**src/rtl/priority_encoder_83_reg.sv**
```systemverilog
// Registered 8-to-3 priority encoder with sticky request capture and a valid/ready output.
// Define PRIORITY_ROUND_ROBIN_EN to replace fixed priority (bit 7 highest) with round-robin.
module priority_encoder_83_reg #(
  parameter logic [7:0] RESET_MASK = 8'hFF
) (
  input  logic       clk,
  input  logic       rst_n,
  input  logic       en,
  input  logic [7:0] req,
  input  logic       mask_we,
  input  logic [7:0] mask_in,
  input  logic       out_ready,
  output logic       out_valid,
  output logic [2:0] out_code,
  output logic [7:0] pending,
  output logic       pending_any
);

  typedef enum logic {
    IDLE    = 1'b0,
    PRESENT = 1'b1
  } state_e;

  state_e     state_q, state_d;
  logic [7:0] pending_q, pending_d;
  logic [7:0] mask_q, mask_d;
  logic [2:0] code_q, code_d;

  logic       handshake;
  logic [7:0] clr;
  logic [7:0] capture;
  logic [7:0] remain;
  logic [2:0] idle_pick;
  logic [2:0] next_pick;

`ifdef PRIORITY_ROUND_ROBIN_EN
  logic [2:0] last_q, last_d;

  // Searches downward from last-1, wrapping 0 -> 7; last itself is considered last.
  function automatic logic [2:0] pick_rr(input logic [7:0] v, input logic [2:0] last);
    logic [2:0] idx;
    pick_rr = 3'd0;
    for (int k = 8; k >= 1; k--) begin
      idx = last - 3'(k);
      if (v[idx]) pick_rr = idx;
    end
  endfunction

  assign idle_pick = pick_rr(pending_q, last_q);
  // The code being accepted becomes the new last grant on the handshake edge.
  assign next_pick = pick_rr(remain, code_q);
  assign last_d    = handshake ? code_q : last_q;
`else
  function automatic logic [2:0] pick_fixed(input logic [7:0] v);
    pick_fixed = 3'd0;
    for (int i = 0; i < 8; i++) begin
      if (v[i]) pick_fixed = 3'(i);
    end
  endfunction

  assign idle_pick = pick_fixed(pending_q);
  assign next_pick = pick_fixed(remain);
`endif

  assign handshake = (state_q == PRESENT) && out_ready;
  assign clr       = handshake ? (8'b1 << code_q) : 8'b0;
  assign capture   = req & mask_q & {8{en}};
  assign remain    = pending_q & ~clr;
  // Set wins over clear so a same-cycle re-request of the accepted bit is not lost.
  assign pending_d = remain | capture;
  assign mask_d    = mask_we ? mask_in : mask_q;

  // NOTE: every output of this block gets a default first, so no path leaves a latch.
  always_comb begin
    state_d = state_q;
    code_d  = code_q;
    unique case (state_q)
      IDLE: begin
        if (pending_q != 8'b0) begin
          state_d = PRESENT;
          code_d  = idle_pick;
        end
      end
      PRESENT: begin
        if (handshake) begin
          if (remain != 8'b0) begin
            code_d = next_pick;
          end else begin
            state_d = IDLE;
          end
        end
      end
      default: state_d = IDLE;
    endcase
  end

  // NOTE: state registers use non-blocking assignments so all flops update from pre-edge values.
  always_ff @(posedge clk or negedge rst_n) begin
    if (!rst_n) begin
      state_q   <= IDLE;
      pending_q <= 8'b0;
      mask_q    <= RESET_MASK;
      code_q    <= 3'd0;
    end else begin
      state_q   <= state_d;
      pending_q <= pending_d;
      mask_q    <= mask_d;
      code_q    <= code_d;
    end
  end

`ifdef PRIORITY_ROUND_ROBIN_EN
  always_ff @(posedge clk or negedge rst_n) begin
    if (!rst_n) begin
      last_q <= 3'd7;
    end else begin
      last_q <= last_d;
    end
  end
`endif

  assign out_valid   = (state_q == PRESENT);
  assign out_code    = code_q;
  assign pending     = pending_q;
  assign pending_any = |pending_q;

`ifndef SYNTHESIS
  a_hold_while_stalled: assert property (@(posedge clk) disable iff (!rst_n)
    (out_valid && !out_ready) |=> (out_valid && $stable(out_code)));

  a_presented_is_pending: assert property (@(posedge clk) disable iff (!rst_n)
    out_valid |-> pending[out_code]);
`endif

endmodule

```
**config.mk**
```make
export PLATFORM = sky130hd
export DESIGN_NAME = priority_encoder_83_reg
export DESIGN_NICKNAME = d
export VERILOG_FILES = /design/src/rtl/priority_encoder_83_reg.sv
export SDC_FILE = /design/constraint.sdc
export NUM_CORES = 1
export LEC_CHECK = 0
export ABC_AREA = 1
export BUFFER_PORTS_ARGS = -buffer_cell sky130_fd_sc_hd__buf_2
export CAP_MARGIN = 40
export CORE_MARGIN = 5
export CORE_UTILIZATION = 48
export CTS_BUF_LIST = sky130_fd_sc_hd__clkbuf_16
export DETAILED_ROUTE_END_ITERATION = 10
export HOLD_SLACK_MARGIN = 0.03
export PLACE_DENSITY = 0.77
export SLEW_MARGIN = 25
export SYNTH_ARGS = -nofsm -noshare
export SYNTH_HDL_FRONTEND = slang
export SYNTH_SLANG_ARGS = --single-unit
```
**constraint.sdc**
```tcl
create_clock -name clk -period 1.65 [get_ports clk]
set_input_delay 0.165 -clock clk [delete_from_list [all_inputs] [get_ports clk]]
set_output_delay 0.165 -clock clk [all_outputs]
set_load 0.02 [all_outputs]
```
==> impl_metrics.csv <==
group,metric,value,unit
run_status,run_status,"complete, no violations",
power_and_ir_drop,ir_worst_vdd,991.6,µV
finish,diodes,0,
grt,overflow,0,
synth,synth-simple-area-share,0.2739,
die,ioPinCount,34,
power_and_ir_drop,power.leakage,0.5922,nW
worst_setup_path,cp-start-kind,"flop",
clock_tree,cts.clk_slew.worst_paths,0.05,ns
finish,final_cell_mix,"buf_2 (33), nand2_1 (31), nand3_1 (14)",
die,die_x,54.92,µm
sta,period_share,0.9260,
synth,synth_cells,106,
worst_setup_path,cp_max_fo,6,
synth,synth-xor-area-share,0,
synth,synthAdderAreaFrac,0,
synth,syn-cell-area,968.4,µm²
routing,drt_iter0_drc,15,
flow_run,maxCapViolations,0,
synth,synth.area.mux_share,0.09302,
sta,max_freq,0.6545,GHz
finish,register_area,513.0,µm²
clock_tree,cts_tree,"done",
clock_tree,clock_latency,0.24,ns
worst_setup_path,cp-end-kind,"flop",
hold_path,hold_path.class,"in -> reg",
worst_setup_path,worstPathRequired,1.78,ns
die,fp.dieH,54.92,µm
sta,setup_violations,0,
grt,grt_pass1_vias,810,
finish,drive_above_1_share,0.4397,
power_and_ir_drop,power_per_cell_area,1583,nW/µm²
die,start_util,0.4987,
die,core_area,1942,µm²
synth,synth_compound_area_frac,0.06718,
sta,hold_violations,0,
placed_design,hpwlAfterDp,1683,µm
clock_tree,cts_setup_buffers,0,
sta,rsz0062_at_grt,"false",
placed_design,globalplace.congestion,0.9334,
synth,synth_top_family_by_area,"simple AND/OR/NAND/NOR gates",
finish,synthToLayoutAreaGrowth,32.56,%
finish,fillCellCount,160,
synth,synth-seq-area-share,0.5271,
clock_tree,cts_max_path_buffers,2,
routing,drc,0,
grt,grt_usage,0.1594,
routing,post_drt_via_cell_ratio,5.065,
synth,yosys_warnings,0,
routing,wl_per_cell,12.66,µm
routing,first_pass_iters,4,
clock_tree,clock_sinks,20,
sta,period_needed,1.528,ns
grt,grt_first_pass_wirelength,3346,µm
grt,grt_start_max_net_pins,21,
synth,synthDistinctLibCells,17,
routing,antenna_left,0,
placed_design,io_buffers,33,
sta,tns,0,ns
clock_tree,cts_buffers,3,
grt,antenna_found_initial,0,
die,rows,16,
finish,multi_input_area,456.7,µm²
finish,num-nets-final,164,
worst_setup_path,cp.arrival,1.66,ns
sta,relSlewSlack,0.7103,
synth,synth_nets,127,
synth,synth-seq-cells,20,
finish,final_common_cell,"buf_2",
routing,wl,2127,µm
sta,drv_slew,0,
finish,post-route-util,0.6611,
die,dieArea,3016,µm²
routing,num_vias,851,
sta,fin_skew,0.0008024,ns
worst_setup_path,crit_type,"reg -> reg",
sta,worst_pin_slew,0.4345,ns
clock_tree,cts_root_buf,"clkbuf_16",
synth,synth.avg_cell_area,9.136,µm²
clock_tree,htree_levels,1,
Yosys cell counts:
master,number,share of area
nand3_1,14,0.072
mux2_1,8,0.093
inv_1,6,0.023
clkbuf_1,2,0.0078
nor4_1,1,0.0065
a21oi_1,1,0.0052
nor2_1,5,0.019
dfrtp_1,12,0.31
nand2_2,5,0.032
o21ai_1,2,0.010
inv_2,2,0.0078
o22ai_1,1,0.0065
dfstp_2,8,0.22
nand2_1,31,0.12
nor2_2,2,0.013
nand3_2,1,0.010
o21ai_2,5,0.045
what timing repair did:
item                                    4_1_cts  5_1_grt
endpoints found under the hold margin        12        0
hold buffers                                  1        0
endpoints found under the setup margin        0        4
resized for setup                             0        7
cell families (layout without fill, tap and decap cells):
family,Yosys count,after routing
DFF,20,20
and+or+nand+nor,59,59
muxes,8,8
AOI/OAI and AO/OA,9,9
buffers and inverters,10,45
power breakdown:
part / total [W] / internal, W / switching (W)
Clock: 0.000478 / 0.000319 / 0.000160
Combinational: 0.000758 / 0.000267 / 0.000492
Sequential: 0.000796 / 0.000641 / 0.000155
Total: 0.00203 / 0.00123 / 0.000806
registers in the layout (all words and copies together) (netlist names):
name	flops
out_valid	1
out_code	3
mask_q	8
pending	8
layout make-up:
cell class	instances	share of cell area
Clock buffer	3	0.05848
Timing Repair Buffer	34	0.1365
Sequential cell	20	0.3996
Multi-Input combinational cell	76	0.3558
Tap cell	27	0.02632
Inverter	8	0.02339
per-stage QoR:
step                      setup WS [ns]  instance area [µm²]  hold WS, ns  cells  power, W
after floorplan                  0.1548                968.4      -0.1306    106  0.001244
after global placement           0.1424                 1160       0.1245    164  0.001477
final                            0.1221                 1284       0.1333    168  0.002033
after detailed placement         0.1337                 1160       0.1347    164  0.001492
after global routing            0.01335                 1284       0.1384    168  0.002170
after CTS                     0.0003169                 1245       0.1317    168  0.001979
per-layer routing:
layer  vias up  track usage  part of all wire
met5         -            0                 0
met4         0      0.08097             0.015
met3         4      0.04558             0.050
met2        28       0.2638              0.51
met1       403       0.1874              0.43
li1        416            -                 -
worst max-delay path, cell delays in order, from the launching register on:
cell     delay, ns
dfrtp_1       0.43
inv_1         0.12
nand2_1       0.10
o21ai_1       0.23
nand2_1       0.11
nor2_2        0.10
nand2_2       0.06
nand2_2       0.09
nand2_2       0.06
nand2_1       0.06
nand2_1       0.05
path summary, 6_finish.rpt:
check                            startpoint           to  slack, ns  cells past startpoint
worst max-delay path            out_code[0]  out_code[0]       0.12                     10
worst min-delay path             mask_in[0]    mask_q[0]       0.13                      2
worst max register to register  out_code[0]  out_code[0]       0.12                     10
worst min register to register    mask_q[6]   pending[6]       0.50                      2
max in group asynchronous             rst_n    mask_q[5]       0.92                      2
min in group asynchronous             rst_n   pending[1]       0.40                      2
No activity file was read; power rests on OpenSTA's default activity.
